File: config.mk
export PLATFORM = sky130hd
export DESIGN_NAME = csr_write_queue
export DESIGN_NICKNAME = d
export VERILOG_FILES = /design/src/rtl/csr_wq_pkg.sv /design/src/rtl/csr_wq_fifo.sv /design/src/rtl/csr_write_queue.sv
export SDC_FILE = /design/constraint.sdc
export NUM_CORES = 1
export LEC_CHECK = 0
export ABC_AREA = 1
export CORE_UTILIZATION = 59
export CTS_CLUSTER_DIAMETER = 150
export CTS_CLUSTER_SIZE = 14
export DETAILED_ROUTE_END_ITERATION = 8
export MAX_ROUTING_LAYER = met4
export PLACE_DENSITY_LB_ADDON = 0.15
export SYNTH_ARGS = -nofsm -noshare
export SYNTH_HDL_FRONTEND = slang
export SYNTH_SLANG_ARGS = --single-unit
File: constraint.sdc
create_clock -name clk -period 3.68 [get_ports clk]
set_input_delay 0.552 -clock clk [delete_from_list [all_inputs] [get_ports clk]]
set_output_delay 0.552 -clock clk [all_outputs]
set_load 0.05 [all_outputs]
File: src/rtl/csr_wq_pkg.sv
// Shared types and sizing helpers for the CSR write queue.
package csr_wq_pkg;

  typedef enum logic {
    CSR_WQ_IDLE = 1'b0,
    CSR_WQ_WAIT = 1'b1
  } csr_wq_state_e;

  localparam int CSR_WQ_TIMEOUT_DEFAULT = 1024;

  // Pointer width for a power-of-two depth (depth >= 2).
  function automatic int csr_wq_ptr_w(input int depth);
    return $clog2(depth);
  endfunction

  // Occupancy counts 0..depth inclusive, so it needs one more code than the pointer.
  function automatic int csr_wq_lvl_w(input int depth);
    return $clog2(depth + 1);
  endfunction

endpackage

File: src/rtl/csr_wq_fifo.sv
// Circular buffer behind csr_write_queue: storage, pointers, occupancy, full/empty
// and detection of pushes dropped because the buffer is full.
module csr_wq_fifo
  import csr_wq_pkg::*;
#(
  parameter int WIDTH      = 32,
  parameter int DEPTH_LOG2 = 2
) (
  input  logic                clk,
  input  logic                rst_b,
  input  logic                i_push,
  input  logic [WIDTH-1:0]    i_wr_data,
  input  logic                i_pop,
  output logic [WIDTH-1:0]    o_head,
  output logic [DEPTH_LOG2:0] o_level,
  output logic                o_empty,
  output logic                o_drop,
  output logic                o_next_not_full
);

  localparam int DEPTH = 1 << DEPTH_LOG2;
  localparam int PTR_W = csr_wq_ptr_w(DEPTH);
  localparam int LVL_W = csr_wq_lvl_w(DEPTH);

  logic [WIDTH-1:0] r_mem [DEPTH];
  logic [PTR_W-1:0] r_wr_ptr;
  logic [PTR_W-1:0] r_rd_ptr;
  logic [LVL_W-1:0] r_level;
  logic [LVL_W-1:0] w_level_nxt;
  logic             w_full;
  logic             w_wr_en;
  logic             w_rd_en;

  // A full buffer refuses the push even when a pop frees a slot in the same cycle.
  assign w_full          = (r_level == LVL_W'(DEPTH));
  assign o_empty         = (r_level == '0);
  assign w_wr_en         = i_push && !w_full;
  assign w_rd_en         = i_pop && !o_empty;
  assign o_drop          = i_push && w_full;
  assign o_head          = r_mem[r_rd_ptr];
  assign o_level         = r_level;
  assign o_next_not_full = (w_level_nxt < LVL_W'(DEPTH));

  always_comb begin
    w_level_nxt = r_level;
    case ({w_wr_en, w_rd_en})
      2'b10:   w_level_nxt = r_level + LVL_W'(1);
      2'b01:   w_level_nxt = r_level - LVL_W'(1);
      default: w_level_nxt = r_level;
    endcase
  end

  // NOTE: storage has no reset; emptiness is tracked by r_level, so stale words are never read.
  always_ff @(posedge clk) begin
    if (w_wr_en) begin
      r_mem[r_wr_ptr] <= i_wr_data;
    end
  end

  // NOTE: sequential state uses non-blocking assignments so every register samples pre-edge values.
  always_ff @(posedge clk or negedge rst_b) begin
    if (!rst_b) begin
      r_wr_ptr <= '0;
      r_rd_ptr <= '0;
      r_level  <= '0;
    end else begin
      if (w_wr_en) r_wr_ptr <= r_wr_ptr + PTR_W'(1);
      if (w_rd_en) r_rd_ptr <= r_rd_ptr + PTR_W'(1);
      r_level <= w_level_nxt;
    end
  end

endmodule

File: src/rtl/csr_write_queue.sv
// Buffers SPAM-bus CSR writes and issues them one at a time to the CSR async-write
// synchronizer. Optional WAIT-state watchdog enabled by defining CSR_WQ_TIMEOUT_EN.
module csr_write_queue
  import csr_wq_pkg::*;
#(
  parameter int WIDTH      = 32,
  parameter int DEPTH_LOG2 = 2,
  parameter int TIMEOUT    = CSR_WQ_TIMEOUT_DEFAULT
) (
  input  logic                clk,
  input  logic                rst_b,
  input  logic                in_strobe,
  input  logic [WIDTH-1:0]    in_data,
  output logic                in_ready,
  input  logic                ovf_clr,
  output logic                overflow,
  output logic                out_strobe,
  output logic [WIDTH-1:0]    out_data,
  input  logic                out_wait,
  input  logic                out_done_strobe,
  output logic                busy,
  output logic [DEPTH_LOG2:0] level
`ifdef CSR_WQ_TIMEOUT_EN
  ,
  output logic                timeout_err
`endif
);

  csr_wq_state_e    r_state;
  csr_wq_state_e    w_state_nxt;
  logic             w_issue;
  logic [WIDTH-1:0] w_head;
  logic             w_empty;
  logic             w_drop;
  logic             w_next_not_full;
  logic             r_out_strobe;
  logic [WIDTH-1:0] r_out_data;
  logic             r_in_ready;
  logic             r_overflow;

`ifdef CSR_WQ_TIMEOUT_EN
  localparam int CNT_W = $clog2(TIMEOUT);
  logic [CNT_W-1:0] r_wait_cnt;
  logic             r_timeout_err;
  logic             w_timeout_hit;
`endif

  csr_wq_fifo #(
    .WIDTH      (WIDTH),
    .DEPTH_LOG2 (DEPTH_LOG2)
  ) u_fifo (
    .clk             (clk),
    .rst_b           (rst_b),
    .i_push          (in_strobe),
    .i_wr_data       (in_data),
    .i_pop           (w_issue),
    .o_head          (w_head),
    .o_level         (level),
    .o_empty         (w_empty),
    .o_drop          (w_drop),
    .o_next_not_full (w_next_not_full)
  );

  always_ff @(posedge clk or negedge rst_b) begin
    if (!rst_b) r_state <= CSR_WQ_IDLE;
    else        r_state <= w_state_nxt;
  end

  // NOTE: every always_comb output gets a default first so no path can infer a latch.
  always_comb begin
    w_state_nxt = r_state;
    w_issue     = 1'b0;
`ifdef CSR_WQ_TIMEOUT_EN
    w_timeout_hit = 1'b0;
`endif
    case (r_state)
      CSR_WQ_IDLE: begin
        if (!w_empty && !out_wait) begin
          w_issue     = 1'b1;
          w_state_nxt = CSR_WQ_WAIT;
        end
      end
      CSR_WQ_WAIT: begin
        // A completion in the terminal watchdog cycle still counts as a normal return.
        if (out_done_strobe) begin
          w_state_nxt = CSR_WQ_IDLE;
        end
`ifdef CSR_WQ_TIMEOUT_EN
        else if (r_wait_cnt == CNT_W'(TIMEOUT - 1)) begin
          w_state_nxt   = CSR_WQ_IDLE;
          w_timeout_hit = 1'b1;
        end
`endif
      end
      default: w_state_nxt = CSR_WQ_IDLE;
    endcase
  end

  always_ff @(posedge clk or negedge rst_b) begin
    if (!rst_b) begin
      r_out_strobe <= 1'b0;
      r_out_data   <= '0;
      r_in_ready   <= 1'b0;
      r_overflow   <= 1'b0;
    end else begin
      r_out_strobe <= w_issue;
      if (w_issue) r_out_data <= w_head;
      r_in_ready <= w_next_not_full;
      if (w_drop)       r_overflow <= 1'b1;
      else if (ovf_clr) r_overflow <= 1'b0;
    end
  end

`ifdef CSR_WQ_TIMEOUT_EN
  always_ff @(posedge clk or negedge rst_b) begin
    if (!rst_b) begin
      r_wait_cnt    <= '0;
      r_timeout_err <= 1'b0;
    end else begin
      if (w_issue)                    r_wait_cnt <= '0;
      else if (r_state == CSR_WQ_WAIT) r_wait_cnt <= r_wait_cnt + CNT_W'(1);
      if (w_timeout_hit) r_timeout_err <= 1'b1;
    end
  end

  assign timeout_err = r_timeout_err;
`endif

  assign in_ready   = r_in_ready;
  assign overflow   = r_overflow;
  assign out_strobe = r_out_strobe;
  assign out_data   = r_out_data;
  assign busy       = (level != '0) || (r_state != CSR_WQ_IDLE);

endmodule

==> run metrics <==
initial antenna violation count=0; Routed WL=14.52 mm; final antenna-violating net count=0; DRT iter0 DRCs=380; run status=finished with violations; clock-pin slew of the registers on the worst-case setup and hold paths=0.07 ns; CP startpoint=u_fifo.o_level[0]; most common cell after layout, fill and taps aside=nand2_1; Worst Setup Start Kind=flip-flop; H-tree lvl count=4; Hold Fails Final Rpt=0; DR vias=4839; Max Cap Viol=0; synth unique cells=20; Tcrit/Tclk final=64.87%; core area=0.01161 sq mm; Row Count=39; # diodes=0; Max VDD drop=0.5061 mV; CP Capture Type=output pin; design area=0.008656 sq mm; TritonRoute pass-1 iters=7; CTS Buf Count=17; hpwl dp=8.646 mm; Seq cells post-synth=171; Total Die Area=0.01261 sq mm; fin. max-slew vios=0; area leader, netlist=edfxtp_1; RSZ-0062 raised after global routing=false; clock sink count=171; Crit path required time=3.13 ns; Worst-Skew Late Latency=0.43 ns; Worst slew margin=24.34%; worst slew pin tran=1.135 ns; Hold-fix buffers, CTS=0; Syn Area/Cell=10.23 sq um; Pwr Density=888.5 mW/mm^2; Hold Slack=0.2994 ns; top cells by area, synth=edfxtp_1 54%, dfrtp_1 15%, nand2_1 14%, inv_1 7.2%, nand3_1 4.7%; Placer Congestion=0.8494; CP Class=reg -> out; total global-route track usage=26.07%; Max FO, Critical Path=4; Nets=822; register area share after synthesis=68.53%; Max Clk Rate=418.9 MHz; most frequent cells in the layout=270 x nand2_1, 137 x inv_1, 128 x edfxtp_1, 75 x clkdlybuf4s50_1, 68 x nand3_1; clk root buf=clkbuf_16; Yosys top cell area share=53.54%; Setup-failing EPs final=0; Lkg Pwr=4.036 nW; TritonCTS clock tree=built; Mapped Area=0.007179 sq mm; WL per Instance=15.54 um; num ports=77; worst min path class=in -> async; setup TNS=0 ns; CTS Buffer Depth=2; Ys Warns=0; Final min period=2.387 ns; failing checks=DRC; Post-CTS Resized=0; Post-Syn Instances=702; largest net degree at the start of global routing=67; DR DRC count=5; vias in the first global route=4992; postcts setup bufs=0; Buffers on Ports=76; syn nets=746; Final Util=74.53%; die width=112.3 um; first-pass GRT wire length=23.87 mm; placed cell area=0.008026 sq mm; remaining global-route overflow=0; share of cells above drive strength 1=6.827%; initial core utilization=61.82%; Reg-to-Reg Start=u_fifo.o_level[0]; CP Data Arrival Time=1.84 ns; Vias/cell=5.181; Layout Skew=0.01134 ns; Die Y-Extent=112.3 um; Area Growth Syn to Fin=20.56%
[report_power, final]
group | internal, mW | switching [mW]
clock network | 1.19 | 0.708
logic | 0.886 | 2.08
registers | 2.62 | 0.198
total | 4.70 | 2.99
[cell type report]
cell class              instances  area [sq um]
clock buffers                  17         425.4
clock inverters                15         203.9
fillers                       793          2958
inverters                     144         540.5
multi-input cells             359          1563
flip-flops and latches        171          4921
well taps                     143         178.9
repair buffers                 85         823.3
[metal layers]
metal / global-route usage (%) / part of all wire, %
met2: 44.64 / 52
met3: 4.482 / 4.5
met4: 10.58 / 2.2
met1: 30.85 / 41
met5: - / 0
[kinds of logic after synthesis]
family | count (synthesis) | synth area share, %
flops | 171 | 68.53
buf+inv | 172 | 10.13
simple gates | 347 | 19.62
fa+ha+maj | 6 | 1.150
xor+xnor | 3 | 0.3660
compound gates | 3 | 0.2091
[Yosys cell counts]
library cell / n
nand2_1: 270
inv_1: 137
edfxtp_1: 128
nand3_1: 68
dfrtp_1: 43
buf_2: 17
inv_2: 7
buf_4: 6
buf_6: 5
ha_1: 5
nor2_1: 4
nand4_1: 2
o21ai_1: 2
xnor2_1: 2
fa_1: 1
nand3_2: 1
nor2_4: 1
o21ai_0: 1
or2_1: 1
xor2_1: 1
[path summary, 6_finish.rpt]
kind                                        to  slack (ns)  cells past startpoint
min                                out_data[5]        0.30                      1
min in group clk                  out_data[30]        0.48                      2
max in group asynchronous   u_fifo.r_rd_ptr[0]        2.69                      1
min reg2reg                       out_data[30]        0.48                      2
max                                       busy        1.29                      3
max reg2reg                u_fifo.r_mem[3][15]        1.39                      5
[state kept, by name, indices dropped and copies added (netlist names), named ones only]
signal	flops
u_fifo.r_rd_ptr	2
out_data	32
u_fifo.r_wr_ptr	2
in_ready	1
u_fifo.o_level	2
overflow	1
out_strobe	1
r_state	1
u_fifo.r_mem	128
[stage by stage]
| step | power [mW] | setup WS (ns) | instances |
|---|---|---|---|
| after CTS | 7.729 | 1.276 | 934 |
| after floorplan | 4.949 | 0.8443 | 702 |
| after global placement | 5.700 | 0.9992 | 902 |
| final | 7.690 | 1.293 | 934 |
| after global routing | 8.095 | 1.219 | 934 |
| after detailed placement | 5.815 | 0.9758 | 902 |
[critical path, cell delays in order (launching register included)]
cell             delay (ns)
dfrtp_1                0.48
nor2_4                 0.07
nand3_1                0.07
clkdlybuf4s50_1        0.80
No activity file was read; power rests on OpenSTA's default activity.
